## src/rtl/rw_pkg.sv

```systemverilog
// Shared types and line-level constants for the read/write transmit path.
// The PARITY state is always enumerated; only tx_serializer decides whether to use it.
package rw_pkg;

  typedef enum logic [2:0] {
    IDLE,
    START,
    DATA,
    PARITY,
    STOP,
    DONE
  } tx_state_e;

  localparam logic LINE_IDLE = 1'b1;
  localparam logic START_BIT = 1'b0;
  localparam logic STOP_BIT  = 1'b1;

  // Counter width for a 0..n-1 range, never narrower than one bit.
  function automatic int unsigned cnt_width(input int unsigned n);
    return (n > 1) ? $clog2(n) : 1;
  endfunction

endpackage

```

## src/rtl/tx_serializer_bit_timer.sv

```systemverilog
// bit_timer: free-running BIT_CYCLES divider with a synchronous clear.
// bit_tick is high while the count sits on its terminal value BIT_CYCLES-1.
module bit_timer
  import rw_pkg::*;
#(
  parameter int unsigned BIT_CYCLES = 4
) (
  input  logic Clk,
  input  logic Reset,
  input  logic clear,
  output logic bit_tick
);

  localparam int unsigned CW = cnt_width(BIT_CYCLES);
  localparam logic [CW-1:0] LAST = CW'(BIT_CYCLES - 1);

  logic [CW-1:0] count;

  always_ff @(posedge Clk or posedge Reset) begin
    if (Reset) begin
      count <= '0;
    end else if (clear || (count == LAST)) begin
      count <= '0;
    end else begin
      count <= count + CW'(1);
    end
  end

  assign bit_tick = (count == LAST);

endmodule

```

## src/rtl/tx_serializer.sv

```systemverilog
// tx_serializer: framed bit-serial transmitter (start, data LSB first, [parity], stop).
// Define TX_PARITY_EN to add an even-parity bit between the data and the stop bit.
module tx_serializer
  import rw_pkg::*;
#(
  parameter int unsigned DATA_W     = 8,
  parameter int unsigned BIT_CYCLES = 4
) (
  input  logic              Clk,
  input  logic              Reset,
  input  logic              TxData,
  input  logic [DATA_W-1:0] DataIn,
  output logic              SOut,
  output logic              TxDone,
  output logic              TxBusy
);

  localparam int unsigned BW = cnt_width(DATA_W);
  localparam logic [BW-1:0] LAST_BIT = BW'(DATA_W - 1);

  tx_state_e         state, state_nxt;
  logic [DATA_W-1:0] shreg, shreg_nxt;
  logic [BW-1:0]     bitcnt, bitcnt_nxt;
  logic              txdata_q;
  logic              start;
  logic              bit_tick;
  logic              sout_nxt;
`ifdef TX_PARITY_EN
  logic              parity_q, parity_nxt;
`endif

  // A request only counts as a rising edge seen while idle; edges during a frame are dropped.
  assign start = (state == IDLE) && TxData && !txdata_q;

  // Holding the divider clear while idle aligns its first tick with the end of the start bit.
  bit_timer #(
    .BIT_CYCLES(BIT_CYCLES)
  ) u_bit_timer (
    .Clk      (Clk),
    .Reset    (Reset),
    .clear    (state == IDLE),
    .bit_tick (bit_tick)
  );

  always_comb begin
    // NOTE: every signal assigned here gets a default first, so no latch can be inferred.
    state_nxt  = state;
    shreg_nxt  = shreg;
    bitcnt_nxt = bitcnt;
`ifdef TX_PARITY_EN
    parity_nxt = parity_q;
`endif
    case (state)
      IDLE: begin
        if (start) begin
          state_nxt  = START;
          shreg_nxt  = DataIn;
          bitcnt_nxt = '0;
`ifdef TX_PARITY_EN
          parity_nxt = ^DataIn;
`endif
        end
      end
      START: begin
        if (bit_tick) state_nxt = DATA;
      end
      DATA: begin
        if (bit_tick) begin
          shreg_nxt = shreg >> 1;
          if (bitcnt == LAST_BIT) begin
`ifdef TX_PARITY_EN
            state_nxt = PARITY;
`else
            state_nxt = STOP;
`endif
          end else begin
            bitcnt_nxt = bitcnt + BW'(1);
          end
        end
      end
`ifdef TX_PARITY_EN
      PARITY: begin
        if (bit_tick) state_nxt = STOP;
      end
`endif
      STOP: begin
        if (bit_tick) state_nxt = DONE;
      end
      DONE: begin
        state_nxt = IDLE;
      end
      default: begin
        state_nxt = IDLE;
      end
    endcase

    // Outputs are registered, so the line level is decoded from the next state.
    sout_nxt = LINE_IDLE;
    case (state_nxt)
      START:   sout_nxt = START_BIT;
      DATA:    sout_nxt = shreg_nxt[0];
`ifdef TX_PARITY_EN
      PARITY:  sout_nxt = parity_nxt;
`endif
      STOP:    sout_nxt = STOP_BIT;
      DONE:    sout_nxt = STOP_BIT;
      default: sout_nxt = LINE_IDLE;
    endcase
  end

  always_ff @(posedge Clk or posedge Reset) begin
    if (Reset) begin
      state    <= IDLE;
      shreg    <= '0;
      bitcnt   <= '0;
      // A request held high through reset must not look like a fresh rising edge.
      txdata_q <= 1'b1;
      SOut     <= LINE_IDLE;
      TxDone   <= 1'b0;
      TxBusy   <= 1'b0;
`ifdef TX_PARITY_EN
      parity_q <= 1'b0;
`endif
    end else begin
      // NOTE: non-blocking assignments so every register samples pre-edge values.
      state    <= state_nxt;
      shreg    <= shreg_nxt;
      bitcnt   <= bitcnt_nxt;
      txdata_q <= TxData;
      SOut     <= sout_nxt;
      TxDone   <= (state_nxt == DONE);
      TxBusy   <= (state_nxt != IDLE);
`ifdef TX_PARITY_EN
      parity_q <= parity_nxt;
`endif
    end
  end

endmodule

```

## config.mk

```make
export PLATFORM = sky130hd
export DESIGN_NAME = tx_serializer
export DESIGN_NICKNAME = d
export VERILOG_FILES = /design/src/rtl/rw_pkg.sv /design/src/rtl/tx_serializer_bit_timer.sv /design/src/rtl/tx_serializer.sv
export SDC_FILE = /design/constraint.sdc
export NUM_CORES = 1
export LEC_CHECK = 0
export BUFFER_PORTS_ARGS = -buffer_cell sky130_fd_sc_hd__buf_2
export CAP_MARGIN = 20
export CORE_ASPECT_RATIO = 1.4
export CORE_MARGIN = 2
export CORE_UTILIZATION = 40
export CTS_CLUSTER_SIZE = 30
export DETAILED_ROUTE_END_ITERATION = 16
export PLACE_DENSITY = 0.64
export SETUP_SLACK_MARGIN = 0.05
export SYNTH_ARGS = -nofsm -noshare
export SYNTH_HDL_FRONTEND = slang
export SYNTH_SLANG_ARGS = --single-unit
```

## constraint.sdc

```tcl
create_clock -name Clk -period 1.95 [get_ports Clk]
set_input_delay 0 -clock Clk [delete_from_list [all_inputs] [get_ports Clk]]
set_output_delay 0 -clock Clk [all_outputs]
set_load 0.02 [all_outputs]
```

==> flow_summary.ini <==
[cts]
cts_hold_buf = 10
clk_pin_slew_ns = 0.10
clock-sinks = 20
htreeDepth = 1
post_cts_buffers = 0
cts.path.max_buffers = 2
cts_tree = done
cts_made_buffers = 3
post_cts_resized = 0
clk_latency_ns = 0.28
clock-root-buffer = clkbuf_4

[synth]
synth.distinct_cells = 31
syn_inst = 85
synth_seq_area_share_pct = 52.4
ys_top_cells_by_area = dfrtp_1 47%, nand2_1 6.6%, a22oi_1 5.5%
synth-seq-cells = 20
synth_area_um2 = 960
yosys.area_share.adder_pct = 3.91
synth_edf_count = 0
synth_xor_area_share_pct = 0
ys_warn_count = 0
synth_top_family_by_area = simple AND/OR/NAND/NOR gates
synth-async-reset-ratio_pct = 100
yosys.area.top_type = dfrtp_1
synth_compound_area_share_pct = 13.8
synth_top_cell_area_share_pct = 46.9
synth.net_count = 99
synthMuxAreaShare_pct = 3.65
dominantRegCellSynth = dfrtp_1
synth_area_per_cell_um2 = 11.3
synthSimpleGateAreaFrac_pct = 20.1

[floorplan]
placementRows = 21
die_w_um = 45.4
die_h_um = 62.0
ios = 14
fp.coreArea_um2 = 2340
dieArea_um2 = 2810
start_util_pct = 41.0

[place]
io_buffers = 13
dp_hpwl_mm = 1.22
gp_congestion = 0.745
place_worst_setup_slack_ns = 0.249

[run]
cap_violations = 0

[power_and_ir_drop]
p_int_uw = 843
powerDensity_nw_per_um2 = 1100
ir_worst_vdd_uv = 471
pwr-share-seq_pct = 53.7
finalPower_uw = 1270
pwr-share-clk_pct = 14.1
swShare_pct = 33.6
switchingPower_uw = 426
p_leak_uw = 0.000574
combPwrFrac_pct = 32.3

[sta]
fin_tns_setup_ns = 0
rsz0062_at_grt = false
hold_viol = 0
setup_violations = 0
fin_crit_ns = 1.71
setup_ws_ns = 0.237
holdWs_ns = 0.372
fmax_mhz = 584
finalCritPeriodShare_pct = 87.9
relSlewSlack_pct = 51.7
worst_pin_slew_ns = 0.724
drv_slew = 0
fin_skew_ns = 0.00285

[layout]
drive_gt1_share_pct = 23.1
nets = 124
final_cell_mix = 18 x dfrtp_1, 17 x nand2_1, 13 x buf_2, 10 x dlygate4sd3_1, 7 x a22oi_1
layout_commonest_cell = dfrtp_1
antennaDiodeCount = 0
syn2layout_area_growth_pct = 19.9

[min_path]
holdCritStartpoint = TxData
min_path_type = input pin to flop

[drt]
top_layer = met4
wl_met2_um = 815
drtIter0Drc = 5
ant_nets = 0
viasPerCell = 5.03
drc = 0
m1WireLength_um = 744
vias = 659
wl_met3_um = 26
wl_per_cell_um = 12.3
firstDrtPassIters = 4
wl_mm = 1.61

[critical_path]
path_cells = ha_1 > and4bb_1 > a21oi_4 > buf_4 > a221oi_2 > a22oi_1
worstPathMaxFanout = 8
r2r_slack_ns = 0.24
worstPathRequired_ns = 2.16
arrival_ns = 1.92
reg2reg_from = u_bit_timer.count[0]
cp-end-kind = flop
worstSetupPathType = flop to flop
critPathSlowestCell = and4bb_1
critPathLaunch = u_bit_timer.count[0]
critPathLaunchType = flop
cpPeakStageDelay_ns = 0.37

[global_routing]
grtUsageTotal_pct = 13.8
grt_start_max_net_pins = 21
antenna_found_initial = 0
grt_overflow = 0
grt_pass1_wl_mm = 2.76
first_global_vias = 657

[status]
outcome = complete, no violations
==> synth_stat cells (2+ instances only) <==
cell,count
ha_1,3
mux2i_1,2
and2_1,2
buf_6,2
nor2b_1,2
nand3b_1,2
nor3b_1,2
nand2b_1,2
dfrtp_1,18
a22oi_1,7
inv_1,5
nor3_1,2
nand2_1,17
dfstp_2,2
==> cells by family (layout without fill, tap and decap cells) <==
family,count (synthesis),after routing
adders and majority gates,3,3
muxes,3,3
AOI/OAI and AO/OA,15,15
and+or+nand+nor,34,34
buffers and inverters,10,33
DFF,20,20
==> power by group through the flow <==
stage / logic [uW] / clock network (uW) / registers [uW]
4_1_cts: 416 / 192 / 680
5_1_grt: 467 / 216 / 698
3_3_place_gp: 388 / 0 / 687
6_report: 409 / 179 / 681
3_5_place_dp: 400 / 0 / 687
2_1_floorplan: 351 / 0 / 659
==> critical path, delay by kind of cell, from the launching register on <==
kind,cells,cell delay (ns)
compound gates,3,0.44
simple gates,1,0.37
flops,1,0.36
fa+ha+maj,1,0.30
buf+inv,1,0.17
==> through the flow <==
stage                     instance area [um2]  std cells  util [%]
after floorplan                           960         85         -
after CTS                                1150        131      49.2
after global placement                   1030        118      44.0
final                                    1150        131      49.2
after detailed placement                 1030        118      44.0
after global routing                     1150        131      49.2
==> layout make-up <==
type / count / area (um2)
Inverter: 5 / 18.8
Tap cell: 23 / 28.8
Sequential cell: 20 / 503
Multi-Input combinational cell: 55 / 398
Fill cell: 215 / 1190
Timing Repair Buffer: 25 / 180
Clock buffer: 3 / 22.5
==> state kept, by name, indices dropped and copies added, names as in the netlist <==
register / cells
TxDone: 1
shreg: 8
txdata_q: 1
SOut: 1
TxBusy: 1
u_bit_timer.count: 2
bitcnt: 3
state: 3
==> final timing paths <==
| path | cells past startpoint | endpoint |
|---|---|---|
| setup / recovery | 6 | SOut |
| hold / removal | 2 | txdata_q |
| setup reg to reg | 6 | SOut |
| hold reg to reg | 1 | u_bit_timer.count[0] |
| max in group asynchronous | 3 | shreg[6] |
| min in group asynchronous | 3 | shreg[7] |
==> layer usage <==
metal / track usage [%] / up-vias
met5: 0 / -
met4: 8.82 / 0
met3: 1.73 / 2
met2: 22.5 / 9
met1: 17.0 / 311
li1: - / 337
(Power assumes the default switching activity.)
